`config.mk`:
```
export PLATFORM = sky130hd
export DESIGN_NAME = branch_resolve_unit
export DESIGN_NICKNAME = d
export VERILOG_FILES = /design/src/rtl/branch_resolve_unit.sv
export SDC_FILE = /design/constraint.sdc
export NUM_CORES = 1
export LEC_CHECK = 0
export CAP_MARGIN = 0
export CORE_ASPECT_RATIO = 0.8
export CORE_MARGIN = 2
export CORE_UTILIZATION = 55
export CTS_CLUSTER_SIZE = 24
export DETAILED_ROUTE_END_ITERATION = 10
export PLACE_DENSITY = 0.8
export SYNTH_ARGS = -nofsm -noshare
export SYNTH_HDL_FRONTEND = slang
export SYNTH_SLANG_ARGS = --single-unit
```
`constraint.sdc`:
```
create_clock -name clk -period 6.4 [get_ports clk]
set_input_delay 1.28 -clock clk [delete_from_list [all_inputs] [get_ports clk]]
set_output_delay 1.28 -clock clk [all_outputs]
set_load 0.03 [all_outputs]
```
`src/rtl/branch_resolve_unit.sv`:
```
// rtl/branch_resolve_unit.sv - in-order prediction tracking queue and resolve/update unit
// Pairs fetch predictions with EX outcomes; emits predictor updates, redirects and statistics.
module branch_resolve_unit #(
   parameter int DEPTH = 4,
   parameter int PC_W  = 32,
   parameter int IDX_W = 8
) (
   input  logic                         clk,
   input  logic                         rst,
   input  logic                         pred_valid,
   input  logic [PC_W-1:0]              pred_pc,
   input  logic                         pred_taken,
   input  logic [PC_W-1:0]              pred_target,
   output logic                         pred_ready,
   input  logic                         res_valid,
   input  logic                         res_taken,
   input  logic [PC_W-1:0]              res_target,
   input  logic                         res_is_jump,
   output logic                         upd_valid,
   output logic [IDX_W-1:0]             upd_address,
   output logic                         upd_taken,
   output logic                         mispredict,
   output logic [PC_W-1:0]              redirect_pc,
   output logic [$clog2(DEPTH+1)-1:0]   occupancy,
   output logic [31:0]                  branch_count,
   output logic [31:0]                  mispredict_count,
   output logic                         underflow_err
);
   localparam int PTR_W = $clog2(DEPTH);
   localparam int OCC_W = $clog2(DEPTH+1);

   logic [PC_W-1:0]  pc_mem_q   [DEPTH];
   logic             tk_mem_q   [DEPTH];
   logic [PC_W-1:0]  tgt_mem_q  [DEPTH];

   logic [PTR_W-1:0] wr_ptr_q, wr_ptr_d, rd_ptr_q, rd_ptr_d;
   logic [OCC_W-1:0] occ_q, occ_d;
   logic             upd_valid_q, upd_taken_q, mispredict_q, underflow_q;
   logic [IDX_W-1:0] upd_address_q;
   logic [PC_W-1:0]  redirect_q;
   logic [31:0]      br_cnt_q, mp_cnt_q;

   logic             push, pop, miss;
   logic [PC_W-1:0]  head_pc, head_tgt, correct_pc;
   logic             head_tk;

   assign pred_ready = (occ_q != OCC_W'(DEPTH));
   assign push       = pred_valid && pred_ready;
   assign pop        = res_valid && (occ_q != '0);

   assign head_pc    = pc_mem_q[rd_ptr_q];
   assign head_tk    = tk_mem_q[rd_ptr_q];
   assign head_tgt   = tgt_mem_q[rd_ptr_q];
   assign correct_pc = res_taken ? res_target : head_pc + PC_W'(4);
   assign miss       = pop && ((res_taken != head_tk) || (res_taken && (head_tgt != res_target)));

   // A miss discards the wrong-path entries and any same-cycle push by snapping rd to wr.
   always_comb begin
      wr_ptr_d = wr_ptr_q;
      rd_ptr_d = rd_ptr_q;
      occ_d    = occ_q;
      if (miss) begin
         rd_ptr_d = wr_ptr_q;
         occ_d    = '0;
      end else begin
         if (push) wr_ptr_d = wr_ptr_q + PTR_W'(1);
         if (pop)  rd_ptr_d = rd_ptr_q + PTR_W'(1);
         occ_d = occ_q + OCC_W'(push) - OCC_W'(pop);
      end
   end

   always_ff @(posedge clk) begin
      if (push) begin
         pc_mem_q[wr_ptr_q]  <= pred_pc;
         tk_mem_q[wr_ptr_q]  <= pred_taken;
         tgt_mem_q[wr_ptr_q] <= pred_target;
      end
   end

   always_ff @(posedge clk or posedge rst) begin
      if (rst) begin
         wr_ptr_q      <= '0;
         rd_ptr_q      <= '0;
         occ_q         <= '0;
         upd_valid_q   <= 1'b0;
         upd_address_q <= '0;
         upd_taken_q   <= 1'b0;
         mispredict_q  <= 1'b0;
         redirect_q    <= '0;
         br_cnt_q      <= '0;
         mp_cnt_q      <= '0;
         underflow_q   <= 1'b0;
      end else begin
         wr_ptr_q     <= wr_ptr_d;
         rd_ptr_q     <= rd_ptr_d;
         occ_q        <= occ_d;
         upd_valid_q  <= pop && !res_is_jump;
         mispredict_q <= miss;
         if (pop) begin
            upd_address_q <= head_pc[IDX_W+1:2];
            upd_taken_q   <= res_taken;
         end
         if (miss) redirect_q <= correct_pc;
         if (pop && !res_is_jump && (br_cnt_q != '1)) br_cnt_q <= br_cnt_q + 32'd1;
         if (miss && (mp_cnt_q != '1)) mp_cnt_q <= mp_cnt_q + 32'd1;
         if (res_valid && (occ_q == '0)) underflow_q <= 1'b1;
      end
   end

   assign upd_valid        = upd_valid_q;
   assign upd_address      = upd_address_q;
   assign upd_taken        = upd_taken_q;
   assign mispredict       = mispredict_q;
   assign redirect_pc      = redirect_q;
   assign occupancy        = occ_q;
   assign branch_count     = br_cnt_q;
   assign mispredict_count = mp_cnt_q;
   assign underflow_err    = underflow_q;
endmodule

```
**After elaboration in Yosys (flattened, before gate mapping)**

Memory sizes are Yosys's and may differ from the RTL's.
Index checks and enable logic that the tools add are counted.

- Bits of input ports: 103
- Bits in registers: 115
- Memories kept: 3
- Bits in writable memories: 260
- Word-level logic and storage cells: 47
- Output and inout bits: 112

Memories:

| memory | words | bits a word | read ports | clocked after Yosys merged registers in | wr ports | line | source |
|---|---|---|---|---|---|---|---|
| pc_mem_q | 4 | 32 | 1 | 0 | 1 | 32 | `logic [PC_W-1:0] pc_mem_q [DEPTH];` |
| tgt_mem_q | 4 | 32 | 1 | 0 | 1 | 34 | `logic [PC_W-1:0] tgt_mem_q [DEPTH];` |
| tk_mem_q | 4 | 1 | 1 | 0 | 1 | 33 | `logic tk_mem_q [DEPTH];` |

- Add/subtract/negate cells: 7
- Equality and inequality tests: 5
- Bitwise operators: 1
- Multiplexer cells: 6
- Reductions and logical operators: 14

Operator list:

| cell | count |
|---|---|
| $add A32 B1 Y32 const B | 2 |
| $ne A32 B32 Y1 const B | 2 |
| $add A32 B3 Y32 const B | 1 |
| $mux W32 | 1 |
| $ne A32 B32 Y1 | 1 |
| $logic_and A1 B1 Y1 | 8 |
| $add A2 B1 Y2 const B | 2 |
| $mux W2 | 2 |
| $add A3 B1 Y3 | 1 |
| $logic_not A3 Y1 | 1 |
| $mux W3 | 1 |
| $ne A3 B3 Y1 const B | 1 |
| $reduce_bool A3 Y1 | 1 |
| $sub A3 B1 Y3 | 1 |
| $mux W1 | 2 |
| $reduce_and A2 Y1 | 1 |
| $reduce_bool A2 Y1 | 1 |
| $logic_not A1 Y1 | 1 |
| $logic_or A1 B1 Y1 | 1 |
| $ne A1 B1 Y1 | 1 |
| $not A1 Y1 | 1 |

**Logic depth before layout (Yosys ltp)**

An unclocked memory read counts as a cell.

- Word-level depth: 7
- Gate-level depth with buffers: 15
- Gate-level depth less buffers: 11

**Least setup slack after synthesis**

No wires, ideal clock.

- Path type: in2reg
- Start: in pred_valid
- End: mem pc_mem_q[3][0], enable pin
- Buffers on the path: 0
- Path slack: 3.113 ns
- Data required time: 5.970 ns
- Cell stages on the path: 1
- Data arrival time: 2.857 ns
- Setup time: 0.430 ns
- Path through: and3_1

- Longest elaborated chain between the ends: 3

Ends and longest elaborated chain:

| what | line | source |
|---|---|---|
| start: declaration | 10 | `input logic pred_valid,` |
| $logic_and A1 B1 Y1 | 48 | `assign push = pred_valid && pred_ready;` |
| $mux W1 | 73 | `if (push) begin` |
| $mux W1 (implied by the code) | 74 | `pc_mem_q[wr_ptr_q] <= pred_pc;` |
| end: declaration | 32 |  |

No other way between the ends.

**Worst setup path in the final report**

- Start: reg rd_ptr_q[0]
- End: reg redirect_q[21], in the netlist redirect_pc[21]

- Longest elaborated chain between the ends: 5
- Elaborated cells on any way between the ends: 10
- Those cells by class: add/sub (1); eq/ne (2); mux (1); reduce/logical (3); memory (3)

Ends and longest elaborated chain:

| what | line | source |
|---|---|---|
| start: declaration | 36 | `logic [PTR_W-1:0] wr_ptr_q, wr_ptr_d, rd_ptr_q, rd_ptr_d;` |
| start signal: assignment | 95 | `rd_ptr_q <= rd_ptr_d;` |
| branches (longest 5 deep; another with $mem_v2 Z4 W32) | n/a |  |
| end signal: assignment | 103 | `if (miss) redirect_q <= correct_pc;` |
| end: declaration | 40 | `logic [PC_W-1:0] redirect_q;` |

Several ways; the timed one is not identified.
A chain may end at the register's enable or synchronous reset.

==> impl_metrics.env <==
export IMPL_maxCapViolations=0
export IMPL_power_leakage_nw=7.14
export IMPL_worst_pin_slew_ps=982
export IMPL_synthesis_nets=1140
export IMPL_rows=55
export IMPL_fmax_ghz=0.225
export IMPL_cts_sinks=375
export IMPL_crit_path_top_delay_cell="dfrtp_4"
export IMPL_cp_end_kind="flip-flop"
export IMPL_cts_tree="done"
export IMPL_cts_buffers_inserted=38
export IMPL_crit_required_ps=6800
export IMPL_finalWorstSetupSlack_ps=1950
export IMPL_r2r_cells=9
export IMPL_crit_type="flip-flop to flip-flop"
export IMPL_finalHoldViolations=0
export IMPL_fin_nets=1370
export IMPL_crit_path_start_kind="flip-flop"
export IMPL_postRouteAntennaNets=0
export IMPL_placedCellCount=1587
export IMPL_start_util_pct=55.7
export IMPL_drt_pass1_iter_count=5
export IMPL_syn_to_final_growth_pct=24.1
export IMPL_skew_ps=15.4
export IMPL_setup_tns_ps=0
export IMPL_fin_crit_sh_pct=69.6
export IMPL_ys_ff_latch=375
export IMPL_yosysSeqAreaShare_pct=68.1
export IMPL_dpl_hpwl_um=24900
export IMPL_synth_main_ff_cell="edfxtp_1"
export IMPL_n_fill_cell=1851
export IMPL_crit_path_max_fanout=52
export IMPL_grt_use_total_pct=24.9
export IMPL_ios=215
export IMPL_worstPathArrival_ps=4850
export IMPL_core_area_sq_um=28100
export IMPL_drv_slew=0
export IMPL_rsz0062_at_grt="no"
export IMPL_hold_slack_ps=458
export IMPL_multi_input_area_sq_um=4690
export IMPL_synthArstFlopShare_pct=30.7
export IMPL_period_needed_ps=4450
export IMPL_path_cells="buf_4, mux4_2, xor2_1, a211oi_1, nand4_1, nand4b_2, nand2_2, buf_4, mux2_1"
export IMPL_place_congestion=0.845
export IMPL_route_detailed_drc=0
export IMPL_seq_area_sq_um=10700
export IMPL_grt_overflow_total=0
export IMPL_final_area_sq_um=19500
export IMPL_cts_clk_slew_worst_paths_ps=60
export IMPL_grt_pass1_vias=9457
export IMPL_die_h_um=155
export IMPL_synth_area_sq_um=15700
export IMPL_htreeDepth=2
export IMPL_slowest_delay_ps=1030
export IMPL_totalWireLength_um=36600
export IMPL_die_area_sq_um=29900
export IMPL_wl_per_cell_um=22.1
export IMPL_via_count=9640
export IMPL_syn_inst=1027
export IMPL_drtIter0Drc=849
export IMPL_synth_edf_count=260
export IMPL_pre_cts_slack_ps=1900
export IMPL_ir_drop_mv=0.264
export IMPL_antenna_found_initial=4
export IMPL_vias_per_cell=5.81
export IMPL_cp_common_cell="buf_4"
export IMPL_grt_max_degree=69
export IMPL_postSynthAreaPerCell_sq_um=15.3
export IMPL_clockBufferDepth=3
export IMPL_io_buffers=214
export IMPL_maxSlewHeadroom_pct=34.6
export IMPL_ctsResizeCount=0
export IMPL_synthDistinctLibCells=54
export IMPL_hp_class="flip-flop to flip-flop"
export IMPL_powerDensity_nw_per_um2=437
export IMPL_layout_drive_gt1_share_pct=11.1
export IMPL_grt_pass1_wl_um=55600
export IMPL_fin_cells=1659
export IMPL_placed_area_sq_um=18200
export IMPL_chipWidth_um=193
export IMPL_clock_latency_ps=530
export IMPL_cts_hold_buffers=0
export IMPL_status="completed"
export IMPL_postCtsSetupBuffers=0
export IMPL_yosysWarningCount=0
export IMPL_setup_violations=0
export IMPL_clockRootBuffer="clkbuf_16"
export IMPL_min_path_cells=1
layout make-up:
cell class	count	share of cell area (%)
well taps	370	2.38
clock buffers	49	5.53
flip-flops and latches	375	54.9
clock inverters	19	1.18
multi-input cells	594	24.1
diodes	4	0.0514
repair buffers	225	11.4
inverters	23	0.456
cells by family (layout without fill, tap and decap cells):
| family | Yosys count | after routing | share of synthesized area, % |
|---|---|---|---|
| AND/OR/NAND/NOR | 295 | 295 | 9.24 |
| flip-flops | 375 | 375 | 68.1 |
| multiplexers | 89 | 89 | 10.2 |
| other | 0 | 4 | 0 |
| adder cells (fa/ha/maj) | 10 | 10 | 0.846 |
| XOR/XNOR | 116 | 116 | 6.48 |
| buffers and inverters | 58 | 316 | 1.99 |
| AO/OA/AOI/OAI | 84 | 84 | 3.09 |
power breakdown:
part | internal (mW) | switching (mW) | leakage [nW]
logic | 1.15 | 1.54 | 2.66
clock network | 1.39 | 0.911 | 0.630
registers | 3.16 | 0.362 | 3.85
final timing paths:
kind,startpoint,endpoint,slack [ps]
setup / recovery,rd_ptr_q[0]$_DFFE_PP0P_,redirect_pc[21]$_DFFE_PP0P_,1950
hold / removal,underflow_err$_DFFE_PP0P_,underflow_err$_DFFE_PP0P_,460
setup reg to reg,rd_ptr_q[0]$_DFFE_PP0P_,redirect_pc[21]$_DFFE_PP0P_,1950
hold reg to reg,underflow_err$_DFFE_PP0P_,underflow_err$_DFFE_PP0P_,460
max in group asynchronous,rst,rd_ptr_q[1]$_DFFE_PP0P_,4200
min in group asynchronous,rst,mispredict_count[9]$_DFFE_PP0P_,1090
flip-flops by register name, indices dropped and copies added (netlist names):
register	flops
upd_taken	1
tk_mem_q	4
mispredict_count	32
rd_ptr_q	2
redirect_pc	32
occupancy	3
tgt_mem_q	128
upd_valid	1
pc_mem_q	128
upd_address	8
wr_ptr_q	2
branch_count	32
underflow_err	1
mispredict	1
cells in the mapped netlist (all sizes together) (2+ instances only):
cell | n | area share, %
inv | 23 | 0.55
nand2b | 5 | 0.20
clkbuf | 9 | 0.22
o21ai | 36 | 1.1
nor3 | 24 | 0.77
mux2i | 23 | 1.5
nor3b | 2 | 0.096
and2 | 5 | 0.20
nand4 | 25 | 1.0
mux4 | 56 | 8.0
and4 | 9 | 0.50
and3 | 18 | 0.72
o211ai | 2 | 0.096
o22ai | 3 | 0.12
or3 | 2 | 0.080
mux2 | 10 | 0.72
nand2 | 107 | 2.6
xor2 | 47 | 2.6
dfrtp | 115 | 18
a22o | 2 | 0.11
a21oi | 24 | 0.77
nor2 | 42 | 1.0
nor4 | 9 | 0.36
a22oi | 4 | 0.19
a211oi | 4 | 0.19
nor2b | 6 | 0.24
a2bb2oi | 2 | 0.11
buf | 26 | 1.2
edfxtp | 260 | 50
ha | 9 | 0.72
nand3 | 36 | 1.2
nor4b | 2 | 0.11
xnor2 | 69 | 3.9
metrics by stage:
step,utilization (%),power (mW)
finish,69.2,8.51
global route,69.2,8.89
CTS,69.1,8.56
detailed placement,64.5,6.25
global placement,64.5,6.18
floorplan,-,5.31
cell usage in the layout, fill, tap and decap left out, types with 35 or more instances in the layout:
master	synthesis	routed
nor2_1	41	41
nand3_1	35	35
nand2_1	106	106
xor2_1	47	47
edfxtp_1	260	260
clkbuf_16	0	41
clkdlybuf4s50_1	0	213
mux4_2	56	56
dfrtp_1	115	113
xnor2_1	69	69
routing by layer:
layer	global-route usage [%]	part of all wire, %	vias up
met1	36.6	43	4871
met4	7.52	2.8	0
met5	0	0	-
li1	-	-	4320
met2	38.6	47	383
met3	4.13	7.7	66
worst max-delay path, delay by kind of cell, from the launching register on:
family / cells / cell delay (ps)
compound gates: 1 / 170
flops: 1 / 1030
xor+xnor: 1 / 170
mux: 2 / 930
buf+inv: 2 / 890
simple gates: 3 / 1100
No activity file was read; power rests on OpenSTA's default activity.
